===== config.mk =====
export PLATFORM = sky130hd
export DESIGN_NAME = vec_frame_loader
export DESIGN_NICKNAME = d
export VERILOG_FILES = /design/src/rtl/vec_frame_loader.sv
export SDC_FILE = /design/constraint.sdc
export NUM_CORES = 2
export LEC_CHECK = 0
export ABC_AREA = 1
export BUFFER_PORTS_ARGS = -buffer_cell sky130_fd_sc_hd__buf_2
export CORE_AREA = 3 3 457 459
export DETAILED_ROUTE_END_ITERATION = 10
export DIE_AREA = 0 0 460 462
export GPL_ROUTABILITY_DRIVEN = 1
export GPL_TIMING_DRIVEN = 0
export PLACE_DENSITY_LB_ADDON = 0.15
export RECOVER_POWER = 50
export SYNTH_ARGS = -nofsm -noshare
export SYNTH_HDL_FRONTEND = slang
export SYNTH_SLANG_ARGS = --single-unit

===== constraint.sdc =====
create_clock -name clk -period 4.36 [get_ports clk]
set_input_delay 0.218 -clock clk [delete_from_list [all_inputs] [get_ports clk]]
set_output_delay 0.218 -clock clk [all_outputs]
set_load 0.01 [all_outputs]

===== src/rtl/vec_frame_loader.sv =====
// vec_frame_loader: packs a stream of WORD_W-bit words into a WORDS-slot frame plus a scalar operand
// and hands it off over valid/ready. Define VEC_FRAME_LOADER_DBUF_EN for ping-pong double buffering.
module vec_frame_loader #(
  parameter int WORDS  = 16,
  parameter int WORD_W = 64,
  parameter int OP_W   = 32,
  parameter int CNT_W  = 16
) (
  input  logic                    clk,
  input  logic                    rst,
  input  logic                    in_valid,
  output logic                    in_ready,
  input  logic [WORD_W-1:0]       in_word,
  input  logic                    in_last,
  input  logic [OP_W-1:0]         in_op,
  output logic                    out_valid,
  input  logic                    out_ready,
  output logic [WORDS*WORD_W-1:0] out_vec,
  output logic [OP_W-1:0]         out_op,
  output logic                    short_err,
  output logic [CNT_W-1:0]        frame_cnt
);
  localparam int               IDX_W    = $clog2(WORDS);
  localparam logic [IDX_W-1:0] LAST_IDX = IDX_W'(WORDS - 1);
  localparam logic [0:0]       FILL     = 1'b0;
  localparam logic [0:0]       FULL     = 1'b1;
`ifdef VEC_FRAME_LOADER_DBUF_EN
  localparam logic PINGPONG = 1'b1;
`else
  localparam logic PINGPONG = 1'b0;
`endif

  // Two banks are always declared; without ping-pong the select never leaves bank 0,
  // so bank 1 stays in reset and is optimised away.
  logic [0:0]        bank_state [2];
  logic [WORD_W-1:0] slots      [2][WORDS];
  logic [OP_W-1:0]   ops        [2];
  logic [IDX_W-1:0]  idx;
  logic              wr_sel;
  logic              rd_sel;

  logic       beat;
  logic       close;
  logic       hs;
  logic       wr_sel_nxt;
  logic       rd_sel_nxt;
  logic [1:0] full_nxt;

  always_comb begin
    // NOTE: every signal written here gets a value before any condition, so no latch can be inferred.
    full_nxt   = '0;
    beat       = in_valid & in_ready;
    close      = beat & (in_last | (idx == LAST_IDX));
    hs         = out_valid & out_ready;
    wr_sel_nxt = close ? (wr_sel ^ PINGPONG) : wr_sel;
    rd_sel_nxt = hs ? (rd_sel ^ PINGPONG) : rd_sel;
    for (int b = 0; b < 2; b++) begin
      full_nxt[b] = ((bank_state[b] == FULL) & ~(hs & (rd_sel == 1'(b))))
                  | (close & (wr_sel == 1'(b)));
    end
  end

  always_ff @(posedge clk or negedge rst) begin
    if (!rst) begin
      // NOTE: the frame store is reset on purpose: out_vec must read zero during reset and
      // the slots past an early in_last rely on starting from zero.
      for (int b = 0; b < 2; b++) begin
        bank_state[b] <= FILL;
        ops[b]        <= '0;
        for (int k = 0; k < WORDS; k++) slots[b][k] <= '0;
      end
      idx       <= '0;
      wr_sel    <= 1'b0;
      rd_sel    <= 1'b0;
      in_ready  <= 1'b0;
      out_valid <= 1'b0;
      short_err <= 1'b0;
      frame_cnt <= '0;
    end else begin
      // NOTE: non-blocking assignments throughout, so every term above sees pre-edge state.
      if (hs) begin
        for (int k = 0; k < WORDS; k++) slots[rd_sel][k] <= '0;
        frame_cnt <= frame_cnt + 1'b1;
      end
      if (beat) begin
        slots[wr_sel][idx] <= in_word;
        idx                <= close ? '0 : idx + 1'b1;
      end
      if (close) ops[wr_sel] <= in_op;
      for (int b = 0; b < 2; b++) bank_state[b] <= full_nxt[b] ? FULL : FILL;
      wr_sel    <= wr_sel_nxt;
      rd_sel    <= rd_sel_nxt;
      in_ready  <= ~full_nxt[wr_sel_nxt];
      out_valid <= full_nxt[rd_sel_nxt];
      // in_last on the final slot is an ordinary full frame, not an early close.
      short_err <= beat & in_last & (idx != LAST_IDX);
    end
  end

  always_comb begin
    out_vec = '0;
    for (int k = 0; k < WORDS; k++) begin
      out_vec[WORDS*WORD_W-1-k*WORD_W -: WORD_W] = slots[rd_sel][k];
    end
  end

  assign out_op = ops[rd_sel];

endmodule


==> results.ini <==
[power_and_ir_drop]
ir_drop_mv=0.385
p_leak_nw=24.3
power_density_nw_per_um2=570

[placement]
dp_hpwl_mm=189
place_congestion=0.861
dpl_cell_area_um2=50600
portBuffers=1175
pre_cts_ws_ps=1160

[logic_synthesis]
yosysWarningCount=0
synth_area_leaders=dfrtp_1 66%, nand3_1 13%, o21ai_0 7.6%
synth_area_um2=41100
yosysTopAreaCellShare=0.657
async_flop_share=1.00
syn_inst=3838
synth.distinct_cells=28
synth-seq-cells=1079
syn-num-nets=3945
ys.flop_type=dfrtp_1
synth_edf_count=0
synth_top_cell_by_area=dfrtp_1
synth.avg_cell_area_um2=10.7
seq_area_frac_synth=0.657

[routing]
drt-total-wl_mm=249
dr.first_iter.drc_count=2652
vias_per_cell=4.67
num_vias=37700
drcViolationCount=0
antenna_left=0
dr.pass1.iters=5
drt-wirelength-per-cell_um=30.9

[timing]
min_period_over_period=0.695
setup_viol=0
clock_skew_ps=27.1
fmax_mhz=330
fin_crit_ps=3030
fin_setup_tns_ps=0
finalWorstSetupSlack_ps=1330
worst_slew_pin_slew_ps=1880
maxSlewHeadroom=-0.251
finalHoldViolCount=0
slew_viol_final=125
rsz0062_at_grt=false

[clock_network]
clkSinkCount=1079
ctsLongestPathBuffers=3
clkTransAtPathRegs_ps=60
cts.repair.resized=0
cts_made_buffers=137
root_buffer=clkbuf_16
clk_latency_ps=790
htreeDepth=4
cts_tree=yes

[global_route]
track_usage=0.227
grt_start_max_net_pins=155
grt_pass1_wl_mm=334
grt_pass1_vias=37500
grt.overflow.total=0
antenna_found_initial=39

[critical_path]
cp_cell_sequence=dlygate4sd3_1, clkbuf_1, buf_16, buf_16, buf_16, buf_16
crit_buf_inv=6
cp_top_family=buffers and inverters
path_class=in2async
cp_slowest_cell=dlygate4sd3_1
critPathArrivalTime_ps=3840
worst_path_most_repeated_cell=buf_16
worstSetupEndpointType=asynchronous set/reset pin
critPathRequiredTime_ps=5170
worstPathMaxFanout=148
rr_startpoint=idx[0]
crit_start=rst
cp-start-kind=primary input
cpPeakStageDelay_ps=530

[finish]
fin_nets=5366
drive_gt1_frac=0.145
n_fill_cell=22500
postLayoutCellArea_um2=54900
area_growth_pct=33.5

[flow_run]
max-cap-violations=1

[outcome]
status=finished with violations
violations=max-capacitance violations, max-slew violations

[die]
die_area_um2=213000
coreArea_um2=205000
num_rows=166
die_h_um=462
pin_count=1176
die_w_um=460
initial_core_util=0.201

[hold_path]
hp-start=in_word[47]
hp-class=in2reg

-- where the power goes --
group | internal [W] | switching, W
combinational | 0.00189 | 0.00506
sequential | 0.0118 | 0.00112
clock | 0.00662 | 0.00479
-- cells by family after synthesis --
family	after synthesis	share of synthesized area
buffers and inverters	498	0.0671
xor gates and xnor gates	10	0.00213
adders and majority gates	6	0.00183
AOI/OAI and AO/OA	1028	0.125
DFF	1079	0.657
and+or+nand+nor	1217	0.147
-- cell usage after synthesis (3+ instances only) --
cell type / n
clkbuf_2: 6
nand3b_1: 3
buf_1: 11
o21ai_1: 405
nand3_1: 1035
buf_6: 66
ha_1: 6
nand2_2: 3
buf_2: 244
nand2_1: 135
o21ai_0: 622
inv_1: 80
clkbuf_1: 67
nor2_1: 20
inv_2: 5
nand4_2: 5
nor3_1: 3
xnor2_1: 7
buf_4: 18
xor2_1: 3
dfrtp_1: 1079
nand3_2: 6
-- state kept, by name, summed over array words and instances, names as in the netlist --
signal,count
short_err,1
idx,4
in_ready,1
slots,1024
frame_cnt,16
ops,32
bank_state,1
-- per-stage QoR --
stage,instances,hold slack (ps),util,power (W)
global placement,7701,416,0.246,0.0204
floorplan,3838,-77.6,-,0.0158
finish,8068,80.7,0.268,0.0313
global route,8054,52.3,0.268,0.0328
detailed placement,7710,143,0.247,0.0205
CTS,8052,5.77,0.274,0.0321
-- routing by layer --
layer | up-vias | routed length, µm | GRT usage
li1 | 16300 | - | -
met1 | 19500 | 101000 | 0.278
met2 | 1552 | 118000 | 0.380
met3 | 310 | 20800 | 0.0705
met4 | 0 | 8940 | 0.0697
met5 | - | 0 | 0
-- worst paths after layout --
path                                to  slack (ps)  depth (start not counted)
max                        slots[1893]        1330                          6
min                        slots[1199]          80                          3
max reg2reg                    ops[33]        1480                          9
min reg2reg                    ops[41]         480                          2
max in group clk               ops[33]        1480                          9
min in group asynchronous  slots[1276]         460                          3
-- cell type report --
cell class	instances	area, µm²	area share
plain buffers	413	2440	0.0445
clock buffers	211	4090	0.0746
well taps	2688	3360	0.0613
inverters	85	319	0.00582
repair buffers	1282	5880	0.107
flip-flops and latches	1079	27000	0.492
diodes	16	40.0	0.000730
clock inverters	33	375	0.00684
multi-input cells	2261	11300	0.207
-- worst register-to-register path: cells and delay by family, from the launching register on --
family / cells / cell delay [ps]
buffers and inverters: 4 / 1350
AO/OA/AOI/OAI: 1 / 460
flip-flops: 1 / 430
adder cells (fa/ha/maj): 1 / 280
AND/OR/NAND/NOR: 3 / 230
-- timing repair --
item	4_1_cts	5_1_grt
setup buffers	0	0
hold buffers	98	0
hold endpoints to repair	619	0
-- layout by cell type, fill, tap and decap left out, types with 2 or more instances in the layout --
cell	Yosys	final
clkinv_2	0	13
inv_2	5	5
nor3_1	3	3
diode_2	0	16
o21ai_1	405	405
nor2_1	20	21
clkbuf_2	6	12
nand3_2	6	6
nand3b_1	3	3
clkbuf_8	0	30
clkbuf_1	67	1075
bufinv_16	0	2
nand4_1	2	2
inv_1	80	80
clkinv_16	0	2
clkinv_8	0	4
buf_6	66	66
xor2_1	3	3
clkinvlp_4	0	4
buf_1	11	11
clkbuf_16	0	141
nand4_4	2	2
dfrtp_1	1079	1079
inv_6	0	4
ha_1	6	6
buf_2	244	445
xnor2_1	7	7
nand4_2	5	5
nand2_1	135	135
o21ai_0	622	622
nand3_1	1035	1035
buf_4	18	18
inv_16	0	2
dlygate4sd3_1	0	97
buf_16	0	8
nand2_2	3	3
Note: power is estimated with default switching activity, not from simulation.
